===== src/rtl/conv_window_feeder_pkg.sv =====
// Shared conv definitions: geometry defaults and feeder state encoding.
package conv_window_feeder_pkg;

    localparam int unsigned CONV_KERNEL_SIZE     = 3;
    localparam int unsigned CONV_DATA_WIDTH      = 8;
    localparam int unsigned CONV_SRAM_ADDR_WIDTH = 4;
    localparam int unsigned CONV_KADDR_WIDTH     = 6;
    localparam int unsigned CONV_N               = CONV_KERNEL_SIZE * CONV_KERNEL_SIZE;
    localparam int unsigned CONV_IDX_WIDTH       = $clog2(CONV_N);

    typedef enum logic [2:0] {
        ST_IDLE        = 3'd0,
        ST_LOAD_KERNEL = 3'd1,
        ST_LOAD_W1     = 3'd2,
        ST_LOAD_W2     = 3'd3,
        ST_START       = 3'd4,
        ST_WAIT_DONE   = 3'd5
    } conv_state_t;

endpackage


===== src/rtl/conv_tap_buffer.sv =====
// N-entry tap buffer: one synchronous write port, one asynchronous read port
// that returns zero for addresses past the last entry.
module conv_tap_buffer
    import conv_window_feeder_pkg::*;
#(
    parameter int unsigned DEPTH       = CONV_N,
    parameter int unsigned DATA_WIDTH  = CONV_DATA_WIDTH,
    parameter int unsigned IDX_WIDTH   = CONV_IDX_WIDTH,
    parameter int unsigned RADDR_WIDTH = CONV_SRAM_ADDR_WIDTH
) (
    input  logic                   i_clk,
    input  logic                   i_we,
    input  logic [IDX_WIDTH-1:0]   i_waddr,
    input  logic [DATA_WIDTH-1:0]  i_wdata,
    input  logic [RADDR_WIDTH-1:0] i_raddr,
    output logic [DATA_WIDTH-1:0]  o_rdata
);

    logic [DATA_WIDTH-1:0] mem_q [DEPTH];

    // Write lands on the accepting edge; contents are never cleared.
    always_ff @(posedge i_clk) begin
        if (i_we) begin
            mem_q[i_waddr] <= i_wdata;
        end
    end

    // Combinational read, out-of-range addresses read as zero.
    always_comb begin
        o_rdata = '0;
        if (i_raddr < RADDR_WIDTH'(DEPTH)) begin
            o_rdata = mem_q[i_raddr[IDX_WIDTH-1:0]];
        end
    end

endmodule


===== src/rtl/conv_window_feeder.sv =====
// Stream front end for the convolution engine: loads kernel and two windows
// from a valid/ready byte stream, starts the engine, serves its reads.
module conv_window_feeder
    import conv_window_feeder_pkg::*;
#(
    parameter int unsigned KERNEL_SIZE     = CONV_KERNEL_SIZE,
    parameter int unsigned DATA_WIDTH      = CONV_DATA_WIDTH,
    parameter int unsigned SRAM_ADDR_WIDTH = CONV_SRAM_ADDR_WIDTH
) (
    input  logic                       i_clk,
    input  logic                       i_rst,
    input  logic                       i_s_valid,
    input  logic [DATA_WIDTH-1:0]      i_s_data,
    output logic                       o_s_ready,
    input  logic                       i_reload_kernel,
    output logic                       o_start,
    input  logic                       i_done,
    input  logic [5:0]                 i_kernel_addr,
    output logic [DATA_WIDTH-1:0]      o_kernel_data,
    input  logic [SRAM_ADDR_WIDTH-1:0] i_window_addr,
    output logic [DATA_WIDTH-1:0]      o_window1_data,
    output logic [DATA_WIDTH-1:0]      o_window2_data,
    output logic                       o_busy,
    output logic                       o_frame_done,
    output logic                       o_err
);

    localparam int unsigned N     = KERNEL_SIZE * KERNEL_SIZE;
    localparam int unsigned IDX_W = $clog2(N);

    conv_state_t      state_q;
    logic [IDX_W-1:0] idx_q;
    logic             kernel_valid_q;
    logic             err_q;

    logic accept;
    logic last_beat;
    logic kernel_we;
    logic w1_we;
    logic w2_we;

    // Ready, start and busy are pure decodes of the registered state.
    assign o_s_ready    = (state_q == ST_IDLE) || (state_q == ST_LOAD_KERNEL) ||
                          (state_q == ST_LOAD_W1) || (state_q == ST_LOAD_W2);
    assign o_start      = (state_q == ST_START);
    assign o_busy       = (state_q != ST_IDLE);
    assign o_frame_done = (state_q == ST_WAIT_DONE) && i_done;
    assign o_err        = err_q;

    assign accept    = i_s_valid && o_s_ready;
    assign last_beat = (idx_q == IDX_W'(N - 1));

    // idx_q is always 0 in IDLE, so the first beat lands in entry 0.
    assign kernel_we = accept && (((state_q == ST_IDLE) && i_reload_kernel) ||
                                  (state_q == ST_LOAD_KERNEL));
    assign w1_we     = accept && (((state_q == ST_IDLE) && !i_reload_kernel && kernel_valid_q) ||
                                  (state_q == ST_LOAD_W1));
    assign w2_we     = accept && (state_q == ST_LOAD_W2);

    // Frame sequencing: beat counting, kernel validity and sticky error.
    always_ff @(posedge i_clk) begin
        if (i_rst) begin
            state_q        <= ST_IDLE;
            idx_q          <= '0;
            kernel_valid_q <= 1'b0;
            err_q          <= 1'b0;
        end else begin
            case (state_q)
                ST_IDLE: begin
                    if (accept) begin
                        if (i_reload_kernel) begin
                            state_q <= ST_LOAD_KERNEL;
                            idx_q   <= IDX_W'(1);
                        end else if (kernel_valid_q) begin
                            state_q <= ST_LOAD_W1;
                            idx_q   <= IDX_W'(1);
                        end else begin
                            err_q   <= 1'b1;
                        end
                    end
                end
                ST_LOAD_KERNEL, ST_LOAD_W1, ST_LOAD_W2: begin
                    if (accept) begin
                        if (last_beat) begin
                            idx_q <= '0;
                            case (state_q)
                                ST_LOAD_KERNEL: begin
                                    state_q        <= ST_LOAD_W1;
                                    kernel_valid_q <= 1'b1;
                                end
                                ST_LOAD_W1: state_q <= ST_LOAD_W2;
                                default:    state_q <= ST_START;
                            endcase
                        end else begin
                            idx_q <= IDX_W'(idx_q + 1'b1);
                        end
                    end
                end
                ST_START: begin
                    state_q <= ST_WAIT_DONE;
                end
                ST_WAIT_DONE: begin
                    if (i_done) begin
                        state_q <= ST_IDLE;
                    end
                end
                default: begin
                    state_q <= ST_IDLE;
                    idx_q   <= '0;
                end
            endcase
        end
    end

    conv_tap_buffer #(
        .DEPTH(N), .DATA_WIDTH(DATA_WIDTH), .IDX_WIDTH(IDX_W), .RADDR_WIDTH(6)
    ) u_kernel_buf (
        .i_clk(i_clk), .i_we(kernel_we), .i_waddr(idx_q), .i_wdata(i_s_data),
        .i_raddr(i_kernel_addr), .o_rdata(o_kernel_data)
    );

    conv_tap_buffer #(
        .DEPTH(N), .DATA_WIDTH(DATA_WIDTH), .IDX_WIDTH(IDX_W), .RADDR_WIDTH(SRAM_ADDR_WIDTH)
    ) u_window1_buf (
        .i_clk(i_clk), .i_we(w1_we), .i_waddr(idx_q), .i_wdata(i_s_data),
        .i_raddr(i_window_addr), .o_rdata(o_window1_data)
    );

    conv_tap_buffer #(
        .DEPTH(N), .DATA_WIDTH(DATA_WIDTH), .IDX_WIDTH(IDX_W), .RADDR_WIDTH(SRAM_ADDR_WIDTH)
    ) u_window2_buf (
        .i_clk(i_clk), .i_we(w2_we), .i_waddr(idx_q), .i_wdata(i_s_data),
        .i_raddr(i_window_addr), .o_rdata(o_window2_data)
    );

endmodule


===== config.mk =====
export PLATFORM = sky130hd
export DESIGN_NAME = conv_window_feeder
export DESIGN_NICKNAME = d
export VERILOG_FILES = /design/src/rtl/conv_window_feeder_pkg.sv /design/src/rtl/conv_tap_buffer.sv /design/src/rtl/conv_window_feeder.sv
export SDC_FILE = /design/constraint.sdc
export NUM_CORES = 1
export LEC_CHECK = 0
export BUFFER_PORTS_ARGS = -buffer_cell sky130_fd_sc_hd__buf_2
export CORE_ASPECT_RATIO = 1.1
export CORE_MARGIN = 1.5
export CORE_UTILIZATION = 45
export CTS_BUF_LIST = sky130_fd_sc_hd__clkbuf_4
export CTS_CLUSTER_DIAMETER = 150
export DETAILED_ROUTE_END_ITERATION = 12
export PLACE_DENSITY_LB_ADDON = 0.3
export SLEW_MARGIN = 5
export SYNTH_ARGS = -nofsm -noshare
export SYNTH_HDL_FRONTEND = slang
export SYNTH_SLANG_ARGS = --single-unit
export TNS_END_PERCENT = 5

===== constraint.sdc =====
create_clock -name i_clk -period 2.1 [get_ports i_clk]
set_clock_uncertainty 0.05 [all_clocks]
set_input_delay 0.21 -clock i_clk [delete_from_list [all_inputs] [get_ports i_clk]]
set_output_delay 0.21 -clock i_clk [all_outputs]
set_load 0.01 [all_outputs]

==> results of run 1 <==
metal layers:
| metal | up-vias | GRT usage | share of wire |
|---|---|---|---|
| met5 | - | 0 | 0 |
| met4 | 0 | 0.0734 | 0.023 |
| met3 | 32 | 0.0378 | 0.052 |
| met2 | 167 | 0.319 | 0.52 |
| met1 | 2537 | 0.234 | 0.40 |
| li1 | 2274 | - | - |
state kept, by name, summed over array words and instances, names as in the netlist:
name,flops
u_kernel_buf.mem_q,72
u_window1_buf.mem_q,72
u_window2_buf.mem_q,72
idx_q,4
state_q,3
kernel_valid_q,1
o_err,1
final timing paths:
path | startpoint | endpoint | slack [ns] | cells past startpoint
setup / recovery | u_kernel_buf.mem_q[2][2] | o_kernel_data[2] | -0.32 | 5
hold / removal | i_rst | idx_q[3] | 0.39 | 3
setup reg to reg | idx_q[1] | idx_q[3] | 0.10 | 6
hold reg to reg | o_err | o_err | 0.43 | 2
layout make-up:
| class | count | area (um2) |
|---|---|---|
| Tap cell | 252 | 315 |
| Antenna cell | 1 | 2.50 |
| Sequential cell | 225 | 6670 |
| Multi-Input combinational cell | 234 | 2200 |
| Inverter | 7 | 26.3 |
| Fill cell | 1588 | 9090 |
| Clock inverter | 21 | 115 |
| Clock buffer | 74 | 556 |
| Timing Repair Buffer | 106 | 751 |
Yosys cell counts (2+ instances only):
cell type    n  area, um2
edfxtp_1   216       6490
nor2_1      47        176
mux4_2      43        968
nand2_1     30        113
mux2i_1     20        200
mux2_2      18        203
o21ai_0     12       60.1
dfxtp_1      9        180
buf_2        8       40.0
a21oi_1      7       35.0
clkbuf_1     7       26.3
inv_1        7       26.3
buf_1        6       22.5
nand3_1      6       30.0
o31ai_1      6       45.0
o22ai_1      5       31.3
ha_1         4       50.1
nor3_1       3       15.0
or3_1        3       18.8
a211oi_1     2       15.0
a31oi_1      2       12.5
nand2b_1     2       12.5
nor2b_1      2       12.5
nor4_1       2       12.5
nor4b_1      2       17.5
o21ai_1      2       10.0
or4_1        2       15.0
through the flow:
step	util	area [um2]	setup slack, ns	power (W)	instances
2_1_floorplan	-	8980	0.187	0.00538	489
3_3_place_gp	0.497	9810	-0.0369	0.00560	811
3_5_place_dp	0.497	9810	-0.0860	0.00561	811
4_1_cts	0.538	10600	-0.379	0.00902	919
5_1_grt	0.539	10600	-0.408	0.00928	920
6_report	0.539	10600	-0.323	0.00893	920
cell families (layout without fill, tap and decap cells):
| group | count (synthesis) | after routing | share of synthesized area |
|---|---|---|---|
| DFF | 225 | 225 | 0.742 |
| and+or+nand+nor | 105 | 105 | 0.0531 |
| muxes | 81 | 81 | 0.153 |
| AOI/OAI and AO/OA | 44 | 44 | 0.0315 |
| buffers and inverters | 30 | 208 | 0.0149 |
| adders and majority gates | 4 | 4 | 0.00557 |
| other | 0 | 1 | 0 |
timing repair:
action,in CTS,in global routing
resized for setup,13,5
endpoints found under the hold margin,162,0
pin swaps,0,1
hold buffers,13,0
endpoints found under the setup margin,24,24
critical path, stage by stage (launching register included):
cell and delay, ns:
edfxtp_1 0.38, mux4_2 0.47, mux2_2 0.28, mux2i_1 0.19, nor2_1 0.06, buf_2 0.14
where the power goes:
part           switching [W]  leakage, nW  internal (W)
combinational       0.000323         1.26      0.000250
sequential         0.0000168         2.02       0.00495
clock                0.00164        0.396       0.00176
==> metrics.cfg, run 1 <==
[global_routing]
grt_pass1_wl_mm = 28.5
grt_usage = 0.186
first_global_vias = 5272
grt_start_max_net_pins = 28
antenna_found_initial = 1
grt.overflow.total = 0

[clock_network]
numCtsBuffers = 53
ctsHtreeMaxLevel = 2
cts_sinks = 225
root_buffer = clkbuf_4
path_clk_slew_ns = 0.07
clk_path_buf_depth = 3
cts_setup_buffers = 0
clk_latency_ns = 0.63
cts_tree = done

[sta]
drv_slew = 0
hold_violations = 0
fmax_mhz = 413
rsz0062_at_grt = true
timing.slew.headroom = 0.579
tightest_slew_ns = 0.627
holdWs_ns = 0.386
fin_ws_ns = -0.323
finalSetupViolations = 22
tns_ns = -2.66
fin_crit_ns = 2.42
period_share = 1.15

[finish]
layout-drive-gt1-share = 0.367
mostFrequentLayoutCell = edfxtp_1
layout_common_cells = edfxtp_1, clkbuf_4, buf_2, mux4_2, nor2_1
area.growth.synth_to_final_pct = 18.4
fin_nets = 654

[synthesis]
async_reset_ff_frac = 0
synth_seq_cells = 225
netlist_area_um2 = 8980
syn_inst = 489
synth_nets = 516
yosysUniqueCellTypes = 43
synth_ff_type = edfxtp_1
avgSynthCellArea_um2 = 18.4
synth-edff-count = 216
yosysSeqAreaShare = 0.742
ys_warn_count = 0

[worst_hold_path]
min_path_type = in2reg

[place]
dp_hpwl_mm = 11.7
io_buffers = 51
gp_congestion = 0.825

[run]
drv_cap = 0

[pwr]
leakage_nw = 3.67
p_per_area_nw_per_um2 = 840
ir_drop_mv = 0.378

[outcome]
status = complete, but fails checks
violations = negative setup slack

[floorplanning]
coreArea_um2 = 19700
rows = 54
fp.dieW_um = 138
dieArea_um2 = 20800
boundaryPins = 52
die_h_um = 151
initial_utilization = 0.455

[setup_path]
critPathMaxFanout = 1
cp-end-kind = output pin
critical_path_required_ns = 1.84
critPathKind = reg2out
crit_path_start_kind = flip-flop
cp.arrival_ns = 2.16

[route]
drtAntennaViolNets = 0
drc_errors = 0
first_pass_iters = 4
wirelength_mm = 18.5
initialDrtViolationCount = 330
num_vias = 5010
wl_per_cell_um = 20.1
vias_per_cell = 5.45

(Power assumes the default switching activity.)
==> inputs of run 2 (changes only) <==
--- a/config.mk
+++ b/config.mk
@@ -8,7 +8,7 @@
 export BUFFER_PORTS_ARGS = -buffer_cell sky130_fd_sc_hd__buf_2
 export CORE_ASPECT_RATIO = 1.1
 export CORE_MARGIN = 1.5
-export CORE_UTILIZATION = 45
+export CORE_UTILIZATION = 57
 export CTS_BUF_LIST = sky130_fd_sc_hd__clkbuf_4
 export CTS_CLUSTER_DIAMETER = 150
 export DETAILED_ROUTE_END_ITERATION = 12
==> metrics.cfg, run 2 (synthesis gave the netlist of run 1 again) <==
[outcome]
status = complete, but fails checks  ; unchanged
violations = negative setup slack  ; unchanged

[clock_network]
clk_path_buf_depth = 3  ; unchanged
path_clk_slew_ns = 0.07  ; about the same
cts_setup_buffers = 0  ; unchanged
clk_latency_ns = 0.62  ; was 0.63 ns
numCtsBuffers = 53  ; unchanged
root_buffer = clkbuf_4  ; unchanged
cts_tree = done  ; unchanged
ctsHtreeMaxLevel = 2  ; unchanged
cts_sinks = 225  ; unchanged

[route]
initialDrtViolationCount = 347  ; was 330
num_vias = 4978  ; was 5010
wirelength_mm = 17.9  ; was 18.5 mm
first_pass_iters = 5  ; was 4
drtAntennaViolNets = 0  ; unchanged
drc_errors = 0  ; unchanged
wl_per_cell_um = 20.7  ; was 20.1 um
vias_per_cell = 5.74  ; was 5.45

[setup_path]
crit_path_start_kind = flip-flop  ; unchanged
reg2reg_depth = 6  ; unchanged
critical_path_required_ns = 1.84  ; about the same
critPathMaxFanout = 1  ; unchanged
cp-end-kind = output pin  ; unchanged
r2r_setup_slack_ns = 0.13  ; was 0.10 ns
cp.arrival_ns = 2.19  ; was 2.16 ns
rr_startpoint = idx_q[0]  ; was idx_q[1]
critPathKind = reg2out  ; unchanged
cp-startpoint = u_kernel_buf.mem_q[0][4]  ; was u_kernel_buf.mem_q[2][2]
r2r-end = idx_q[3]  ; unchanged
endpoint = o_kernel_data[4]  ; was o_kernel_data[2]

[global_routing]
grt_pass1_wl_mm = 27.8  ; was 28.5 mm
grt_usage = 0.230  ; was 0.186
grt.overflow.total = 0  ; unchanged
first_global_vias = 5225  ; was 5272
grt_start_max_net_pins = 28  ; unchanged
antenna_found_initial = 1  ; unchanged

[place]
gp_congestion = 0.871  ; was 0.825
io_buffers = 51  ; unchanged
dp_slack_ns = -0.0661  ; was -0.0860 ns
placed_cell_area_um2 = 9740  ; was 9810 um2
dp_hpwl_mm = 11.1  ; was 11.7 mm

[floorplanning]
die_h_um = 135  ; was 151 um
coreArea_um2 = 15200  ; was 19700 um2
boundaryPins = 52  ; unchanged
dieArea_um2 = 16500  ; was 20800 um2
fp.dieW_um = 123  ; was 138 um
initial_utilization = 0.590  ; was 0.455
rows = 47  ; was 54

[finish]
fin_nets = 656  ; was 654
fillers = 990  ; was 1588
top_regs = u_kernel_buf.mem_q x72, u_window1_buf.mem_q x72, u_window2_buf.mem_q x72  ; unchanged
stdcell_area_um2 = 10600  ; about the same
mostFrequentLayoutCell = edfxtp_1  ; unchanged
area.growth.synth_to_final_pct = 17.9  ; was 18.4%
layout-drive-gt1-share = 0.367  ; about the same
layout_common_cells = edfxtp_1, clkbuf_4, buf_2, mux4_2, nor2_1  ; unchanged

[sta]
fmax_mhz = 409  ; was 413 MHz
tns_ns = -2.89  ; was -2.66 ns
drv_slew = 0  ; unchanged
fin_crit_ns = 2.45  ; was 2.42 ns
tightest_slew_ns = 0.599  ; was 0.627 ns
fin_ws_ns = -0.346  ; was -0.323 ns
finalSetupViolations = 23  ; was 22
timing.slew.headroom = 0.598  ; was 0.579
hold_violations = 0  ; unchanged
period_share = 1.16  ; was 1.15
rsz0062_at_grt = true  ; unchanged

[pwr]
p_per_area_nw_per_um2 = 840  ; about the same
leakage_nw = 3.68  ; was 3.67 nW
ir_drop_mv = 0.463  ; was 0.378 mV

[worst_hold_path]
min_path_type = in2reg  ; unchanged

[run]
drv_cap = 0  ; unchanged

## run 2: worst min path at each step
stage | startpoint | to | slack [ns] | cells past startpoint
global placement | o_err | o_err | 0.41 | 2
global route | i_rst | o_err | 0.35 | 3
floorplan | i_s_data[0] | u_kernel_buf.mem_q[0][0] | 0.26 | 0
finish | i_rst | o_err | 0.39 | 3
detailed placement | o_err | o_err | 0.42 | 2
CTS | i_rst | o_err | 0.34 | 3
## run 2: report_power, final
| group | internal (W) | switching (W) | total (W) |
|---|---|---|---|
| logic | 0.000254 | 0.000318 | 0.000572 |
| registers | 0.00495 | 0.0000185 | 0.00496 |
| clock network | 0.00175 | 0.00161 | 0.00336 |
| total | 0.00695 | 0.00194 | 0.00889 |
## run 2: final cells by class
cell class                      count  area, um2  area share
Tap cell                          196        245      0.0232
Inverter                            7       26.3     0.00248
Clock inverter                     22        110      0.0104
Clock buffer                       74        556      0.0525
Sequential cell                   225       6670       0.630
Timing Repair Buffer              108        753      0.0711
Multi-Input combinational cell    234       2220       0.210
Antenna cell                        1       2.50    0.000236
## run 2: per-layer routing
metal / vias up / wire length, um / GRT usage
met5: - / 0 / 0
met4: 0 / 440 / 0.0943
li1: 2279 / - / -
met2: 180 / 9300 / 0.380
met1: 2485 / 7130 / 0.299
met3: 34 / 1060 / 0.0490
## run 2: stage by stage
| step | hold WS [ns] | util | total power (W) | instances |
|---|---|---|---|---|
| finish | 0.386 | 0.695 | 0.00889 | 867 |
| global route | 0.348 | 0.695 | 0.00924 | 867 |
| CTS | 0.340 | 0.693 | 0.00896 | 866 |
| detailed placement | 0.416 | 0.640 | 0.00560 | 757 |
| global placement | 0.408 | 0.640 | 0.00558 | 757 |
| floorplan | 0.259 | - | 0.00538 | 489 |
## run 2: worst max-delay path: stages, from the launching register on
cell      delay (ns)
edfxtp_1        0.38
mux4_2          0.48
mux2_2          0.27
mux2i_1         0.18
nor2_1          0.07
buf_2           0.15
## run 2: timing repair
| action | CTS | global route |
|---|---|---|
| gates cloned | 0 | 0 |
| pin swaps | 0 | 1 |
| hold buffers | 13 | 0 |
| endpoints found under the hold margin | 170 | 0 |
| gates resized for setup | 13 | 12 |
| setup endpoints to repair | 24 | 26 |
